`config.mk`:
```
export PLATFORM = sky130hd
export DESIGN_NAME = snes_input_events
export DESIGN_NICKNAME = d
export VERILOG_FILES = /design/src/rtl/snes_pkg.sv /design/src/rtl/sync_fifo.sv /design/src/rtl/snes_input_events.sv
export SDC_FILE = /design/constraint.sdc
export NUM_CORES = 1
export LEC_CHECK = 0
export CAP_MARGIN = 10
export CORE_ASPECT_RATIO = 0.7
export CORE_MARGIN = 1.5
export CORE_UTILIZATION = 40
export CTS_BUF_LIST = sky130_fd_sc_hd__clkbuf_4 sky130_fd_sc_hd__clkbuf_8
export DETAILED_ROUTE_END_ITERATION = 10
export GPL_TIMING_DRIVEN = 0
export SETUP_SLACK_MARGIN = 0.5
export SLEW_MARGIN = 5
export SYNTH_ARGS = -nofsm -noshare
export SYNTH_HDL_FRONTEND = slang
export SYNTH_SLANG_ARGS = --single-unit
```
`constraint.sdc`:
```
create_clock -name clk -period 3.85 [get_ports clk]
set_input_delay 0.9625 -clock clk [delete_from_list [all_inputs] [get_ports clk]]
set_output_delay 0.9625 -clock clk [all_outputs]
set_load 0.01 [all_outputs]
```
`src/rtl/snes_pkg.sv`:
```
// snes_pkg: button indices, event field layout and scan FSM states for the input event block
package snes_pkg;
  localparam int BTN_B = 0, BTN_Y = 1, BTN_SELECT = 2, BTN_START = 3;
  localparam int BTN_UP = 4, BTN_DOWN = 5, BTN_LEFT = 6, BTN_RIGHT = 7;
  localparam int BTN_A = 8, BTN_X = 9, BTN_L = 10, BTN_R = 11;
  localparam int EVT_PRESS_BIT = 7, EVT_IDX_LSB = 0, EVT_IDX_W = 4;
  typedef enum logic {ST_IDLE, ST_SCAN} state_t;
  function automatic logic [EVT_IDX_W-1:0] lowest_idx(input logic [15:0] m);
    lowest_idx = '0;
    for (int i = 15; i >= 0; i--) if (m[i]) lowest_idx = EVT_IDX_W'(i);
  endfunction
endpackage

```
`src/rtl/sync_fifo.sv`:
```
// sync_fifo: show-ahead FIFO with exact count; a full FIFO still accepts a push when popped the same cycle
module sync_fifo #(
  parameter int WIDTH = 8,
  parameter int DEPTH = 8
) (
  input  logic                       clk,
  input  logic                       rst,
  input  logic                       i_wr_en,
  input  logic [WIDTH-1:0]           i_wr_data,
  input  logic                       i_rd_en,
  output logic [WIDTH-1:0]           o_rd_data,
  output logic                       o_empty,
  output logic                       o_full,
  output logic [$clog2(DEPTH+1)-1:0] o_count,
  output logic                       o_lost
);
  localparam int AW = $clog2(DEPTH);
  localparam int CW = $clog2(DEPTH+1);
  logic [WIDTH-1:0] r_mem [DEPTH];
  logic [AW-1:0] r_wr, r_rd;
  logic [CW-1:0] r_count;
  logic w_pop, w_push;
  assign o_empty = r_count == '0;
  assign o_full = r_count == CW'(DEPTH);
  assign o_count = r_count;
  assign w_pop = i_rd_en & ~o_empty;
  assign w_push = i_wr_en & (~o_full | w_pop);
  assign o_lost = i_wr_en & o_full & ~w_pop;
  assign o_rd_data = o_empty ? '0 : r_mem[r_rd];
  always_ff @(posedge clk) if (w_push) r_mem[r_wr] <= i_wr_data;
  always_ff @(posedge clk or posedge rst) begin
    if (rst) begin
      r_wr <= '0;
      r_rd <= '0;
      r_count <= '0;
    end else begin
      r_wr <= r_wr + AW'(w_push);
      r_rd <= r_rd + AW'(w_pop);
      r_count <= r_count + CW'(w_push) - CW'(w_pop);
    end
  end
endmodule

```
`src/rtl/snes_input_events.sv`:
```
// snes_input_events: turns button samples into per-button press/release events queued for the CPU
module snes_input_events
  import snes_pkg::*;
#(
  parameter int DEPTH = 8
) (
  input  logic                       clk,
  input  logic                       rst,
  input  logic [15:0]                btn_word,
  input  logic                       btn_valid,
  input  logic                       rd_en,
  input  logic                       irq_en,
  input  logic                       ovf_clr,
  output logic [7:0]                 evt_data,
  output logic                       evt_empty,
  output logic [$clog2(DEPTH+1)-1:0] evt_count,
  output logic [15:0]                cur_buttons,
  output logic                       overflow,
  output logic                       sample_drop,
  output logic                       irq
);
  state_t r_state, w_next;
  logic [15:0] r_prev, r_mask, w_mask_nxt;
  logic [EVT_IDX_W-1:0] w_idx;
  logic [7:0] w_evt;
  logic w_push, w_lost, w_full;
  assign w_idx = lowest_idx(r_mask);
  assign w_mask_nxt = r_mask & (r_mask - 16'd1);
  // r_prev is both the diff reference and the scan snapshot: it cannot change while scanning
  assign w_evt = {r_prev[w_idx], 3'b000, w_idx};
  assign w_push = r_state == ST_SCAN;
  assign cur_buttons = r_prev;
  assign irq = irq_en & ~evt_empty;
  always_comb w_next = r_state == ST_IDLE ? ((btn_valid && btn_word != r_prev) ? ST_SCAN : ST_IDLE)
                                           : (w_mask_nxt == '0 ? ST_IDLE : ST_SCAN);
  always_ff @(posedge clk or posedge rst) begin
    if (rst) begin
      r_state <= ST_IDLE;
      r_prev <= '0;
      r_mask <= '0;
      overflow <= 1'b0;
      sample_drop <= 1'b0;
    end else begin
      r_state <= w_next;
      if (r_state == ST_IDLE && btn_valid) begin
        r_prev <= btn_word;
        r_mask <= btn_word ^ r_prev;
      end else if (r_state == ST_SCAN) r_mask <= w_mask_nxt;
      overflow <= (overflow & ~ovf_clr) | w_lost;
      sample_drop <= (sample_drop & ~ovf_clr) | (btn_valid & (r_state == ST_SCAN));
    end
  end
  sync_fifo #(.WIDTH(8), .DEPTH(DEPTH)) u_fifo (
    .clk(clk), .rst(rst), .i_wr_en(w_push), .i_wr_data(w_evt), .i_rd_en(rd_en),
    .o_rd_data(evt_data), .o_empty(evt_empty), .o_full(w_full), .o_count(evt_count), .o_lost(w_lost)
  );
endmodule
```
**Word-level counts from Yosys, hierarchy flattened**

Memory sizes are Yosys's and may differ from the RTL's.
Cells that the tools add are included.
Widths: inputs -> output; s select.

- Flip-flop bits (word level): 45
- RAM bits: 40
- Output and inout bits: 32
- Memories: 1

Memories:

| memory | depth | width | rd ports | clocked after Yosys merged registers in | write ports | RTL line | source |
|---|---|---|---|---|---|---|---|
| u_fifo.r_mem | 8 | 5 | 1 | 0 | 1 | sync_fifo.sv:19 | `logic [WIDTH-1:0] r_mem [DEPTH];` |

- Add/sub/neg operators: 5
- Order comparisons: 1
- Equality and inequality tests: 2
- Multiplexer cells: 26
- Bitwise gates (word level): 18
- Reductions and logical operators: 5

Operators with widths:

| cell | count |
|---|---|
| $mux 4 | 16 |
| $mux 16 | 2 |
| $and 16x16->16 | 1 |
| $logic_not 16->1 | 1 |
| $ne 16x16->1 | 1 |
| $sub 16x1->16 const B | 1 |
| $xor 16x16->16 | 1 |
| $and 1x1->1 | 8 |
| $mux 8 | 1 |
| $add 3x1->3 | 2 |
| $mux 1 | 6 |
| $lt 4x5->1 const B | 1 |
| $not 1->1 | 5 |
| $add 4x1->4 | 1 |
| $bmux 1 s4 | 1 |
| $eq 4x4->1 const B | 1 |
| $logic_not 4->1 | 1 |
| $sub 4x1->4 | 1 |
| $or 1x1->1 | 3 |
| $logic_and 1x1->1 | 2 |
| $reduce_bool 2->1 | 1 |

**Longest topological paths before layout**

- Word-level depth: 18
- Mapped depth: 11

**Hierarchy**

A second synthesis with hierarchy kept.

- Cells, all modules: 398
- Area, all modules: 5211.2 µm²

By module, submodules not included:

| module | times used | cells each | area each (µm²) |
|---|---|---|---|
| sync_fifo | 1 | 186 | 3125.5 |
| snes_input_events | 1 | 212 | 2085.8 |

**Worst setup path after synthesis**

OpenSTA, ideal clock, no wires.

- Path kind: register to output
- From: register u_fifo.r_rd[0]
- To: output port evt_data[0]
- Arrival time: 1340 ps
- Path slack: 1548 ps
- Cell stages (with the launch flop): 5
- Cell sequence: dfrtp_1 buf_2 mux4_2 mux2i_1 nor2_1

- Longest elaborated chain between the ends: 2

RTL lines:

| what | RTL line | source |
|---|---|---|
| from (decl) | sync_fifo.sv:20 | `logic [AW-1:0] r_wr, r_rd;` |
| from (signal assigned) | sync_fifo.sv:38 | `r_rd <= r_rd + AW'(w_pop);` |
| $mem_v2 8x5 | -- |  |
| $mux 8 | sync_fifo.sv:29 | `assign o_rd_data = o_empty ? '0 : r_mem[r_rd];` |
| to (decl) | snes_input_events.sv:14 | `output logic [7:0] evt_data,` |

Every way passes these cells.

**Final worst setup path**

Same ends and word-level chain as after synthesis.

==> flow_summary.ini <==
[clock_tree]
cts_tree = yes
holdBufCountCts = 0
clockRootBuffer = clkbuf_8
clk-insertion-delay-late_ns = 0.37
cts.path.max_buffers = 2
cts_sinks = 85
post-cts-setup-buffers = 0
cts_made_buffers = 9
cts.reportedPaths.clkPinSlew_ns = 0.09
h-tree-depth = 3

[synthesis]
synth_edf_count = 40
synth_top_family_by_area = multiplexers
netlist_instances = 337
synth_compound_area_frac = 0.1032
syn_area_um2 = 4195
yosysMostFrequentCell = dfrtp_1
ys_async_sr_fraction = 0.5294
syn_area_per_cell_um2 = 12.45
synth_top_area_frac = 0.2863
ys.flop_type = dfrtp_1
yosysTopAreaCell = edfxtp_1
synth-simple-area-share = 0.1050
synth_commonest_cells = 45 x dfrtp_1, 40 x edfxtp_1, 32 x nor2_1
synth_seq_cells = 85
yosysWarnings = 0
synth_mux_area_frac = 0.1187
synth_xor_area_frac = 0.04175
ys_top_cells_by_area = edfxtp_1 29%, dfrtp_1 27%, mux4_2 5.4%, mux2_2 4.6%, xnor2_1 3.5%
synth_cell_types = 55
synth_adder_area_share = 0.03937
yosysSeqAreaShare = 0.5547

[drt]
wire_per_inst_um = 17.50
first_iter_violations = 206
ant_nets = 0
via_per_inst = 5.340
drc_errors = 0
vias = 2873
wl_um = 9417
dr.pass1.iters = 4

[floorplanning]
dieArea_um2 = 11120
ios = 54
core_um2 = 10280
start_util = 0.4082
die_w_um = 125.4
num_rows = 31
die_h_um = 88.69

[power]
power.density_nw_per_um2 = 990.3
vdd_drop_max_v = 0.0003876
leakage_nw = 1.944

[sta]
hold_viol_final = 0
slew_viol_final = 0
worst_pin_slew_ns = 1.050
layout_worst_path_cycle_share = 0.8295
finClkSkew_ns = 0.01211
fmax_mhz = 313.1
finalSetupViolations = 0
fin_tns_setup_ns = 0
fin_crit_ns = 3.193
slew_headroom = 0.2997
rsz0062_at_grt = no

[hold_path]
worstHoldStart = sample_drop$_DFF_PP0_
hold_path.class = flop to flop

[critical_path]
required_ns = 2.89
critPathMaxFanout = 10
reg2reg_depth = 7
timing.rr.end = u_fifo.r_mem[6][4]$_DFFE_PP_
r2r_slack_ns = 1.09
crit_type = flop to output port
crit_path_start_kind = flop
crit_end = evt_data[0]
cp-end-kind = output port
worstPathArrival_ns = 2.23
critPathLaunch = u_fifo.r_rd[0]$_DFF_PP0_
rr_startpoint = r_mask[8]$_DFFE_PP0P_

[flow_run]
cap_viol_max_count = 0

[grt]
grt_pass1_wl_um = 15150
antenna_found_initial = 0
gr-total-overflow = 0
grt_util_all_layers = 0.1836
grt_max_degree = 24
grt_pass1_vias = 2787

[layout]
drive_gt1_frac = 0.1552
n_antenna_cell = 0
nNetsFinal = 434
syn2layout_area_growth_pct = 21.20
multi_input_area_um2 = 1727
fin_util = 0.4947
fillers = 930
regArea_um2 = 2327

[placement]
port_buffers = 50
dp_hpwl_um = 7087
gp_congestion = 0.8599

[status]
status = completed
[kinds of logic after synthesis]
kind of cell,count (synthesis)
AOI/OAI and AO/OA,62
buffers and inverters,35
DFF,85
other,1
muxes,35
xor gates and xnor gates,20
and+or+nand+nor,86
adders and majority gates,13
[per-layer routing]
metal	part of all wire	routed length (um)	up-vias	GRT usage
li1	-	-	1365	-
met1	0.51	4788	1408	0.2679
met2	0.41	3818	92	0.2558
met3	0.077	728	8	0.07376
met4	0.0087	82	0	0.04132
met5	0	0	-	0
[report_power, final]
part | switching (W) | total (W) | leakage [nW] | internal [W]
clock | 0.000342 | 0.000609 | 0.0947 | 0.000267
sequential | 0.000288 | 0.00183 | 0.919 | 0.00154
combinational | 0.00142 | 0.00259 | 0.930 | 0.00118
[timing repair]
action / CTS / global route
hold endpoints to repair: 0 / 0
endpoints found under the setup margin: 3 / 3
resized for setup: 2 / 2
[sequential cells by signal (all words and copies together) (netlist names)]
signal,flops
u_fifo.o_count,4
u_fifo.r_rd,3
sample_drop,1
u_fifo.r_wr,3
u_fifo.r_mem,40
r_mask,16
cur_buttons,16
r_state,1
overflow,1
[per-stage QoR]
step	total power (W)	instance area [um^2]	setup slack, ns	cells	hold WS (ns)
CTS	0.005063	5077	0.5639	538	0.5281
global route	0.005423	5085	0.5149	538	0.5379
finish	0.005036	5085	0.6565	538	0.5199
floorplan	0.003483	4203	1.548	339	0.4734
global placement	0.004365	4868	0.6885	521	0.4860
detailed placement	0.004435	4888	0.6024	522	0.4995
[worst min-delay path by stage]
stage / slack, ns / endpoint / depth (start not counted)
3_5_place_dp: 0.50 / u_fifo.r_rd[0]$_DFF_PP0_ / 1
2_1_floorplan: 0.47 / u_fifo.r_rd[0]$_DFF_PP0_ / 1
6_report: 0.52 / sample_drop$_DFF_PP0_ / 2
3_3_place_gp: 0.49 / u_fifo.r_rd[0]$_DFF_PP0_ / 1
4_1_cts: 0.53 / u_fifo.r_rd[0]$_DFF_PP0_ / 1
5_1_grt: 0.54 / u_fifo.r_rd[1]$_DFF_PP0_ / 1
[layout by cell type (no fill, tap or decap), types with 3 or more instances in the layout]
master and instances:
clkbuf_1 8, o211ai_1 4, nor2b_1 3, dfrtp_1 45, mux2_2 17, o22ai_1 6, nor2_1 32, a21oi_1 9
o21ai_1 3, ha_1 10, conb_1 3, nand2_1 12, o2111ai_1 3, o21ai_0 19, edfxtp_1 40, nand3_1 12
clkbuf_8 10, xor2_1 3, xnor2_1 17, nand2b_1 5, nor3_1 6, mux4_2 10, clkdlybuf4s50_1 50, buf_4 3
inv_1 17, nand4_1 5, inv_6 3, mux2i_1 6, a211oi_1 4
[layout make-up]
class,instances,area share
buffer,15,0.01673
clock buffer,11,0.02854
clock inverter,5,0.007874
inverter,20,0.01476
multi-input combinational,219,0.3396
sequential,85,0.4577
tap,132,0.03248
timing repair buffer,51,0.1024
[critical path, stage by stage (launching register included)]
cell and delay (ns):
dfrtp_1 0.38, buf_6 0.20, mux4_2 0.53, mux2i_2 0.20, nor2_1 0.06, clkdlybuf4s50_1 0.48
(Power assumes the default switching activity.)
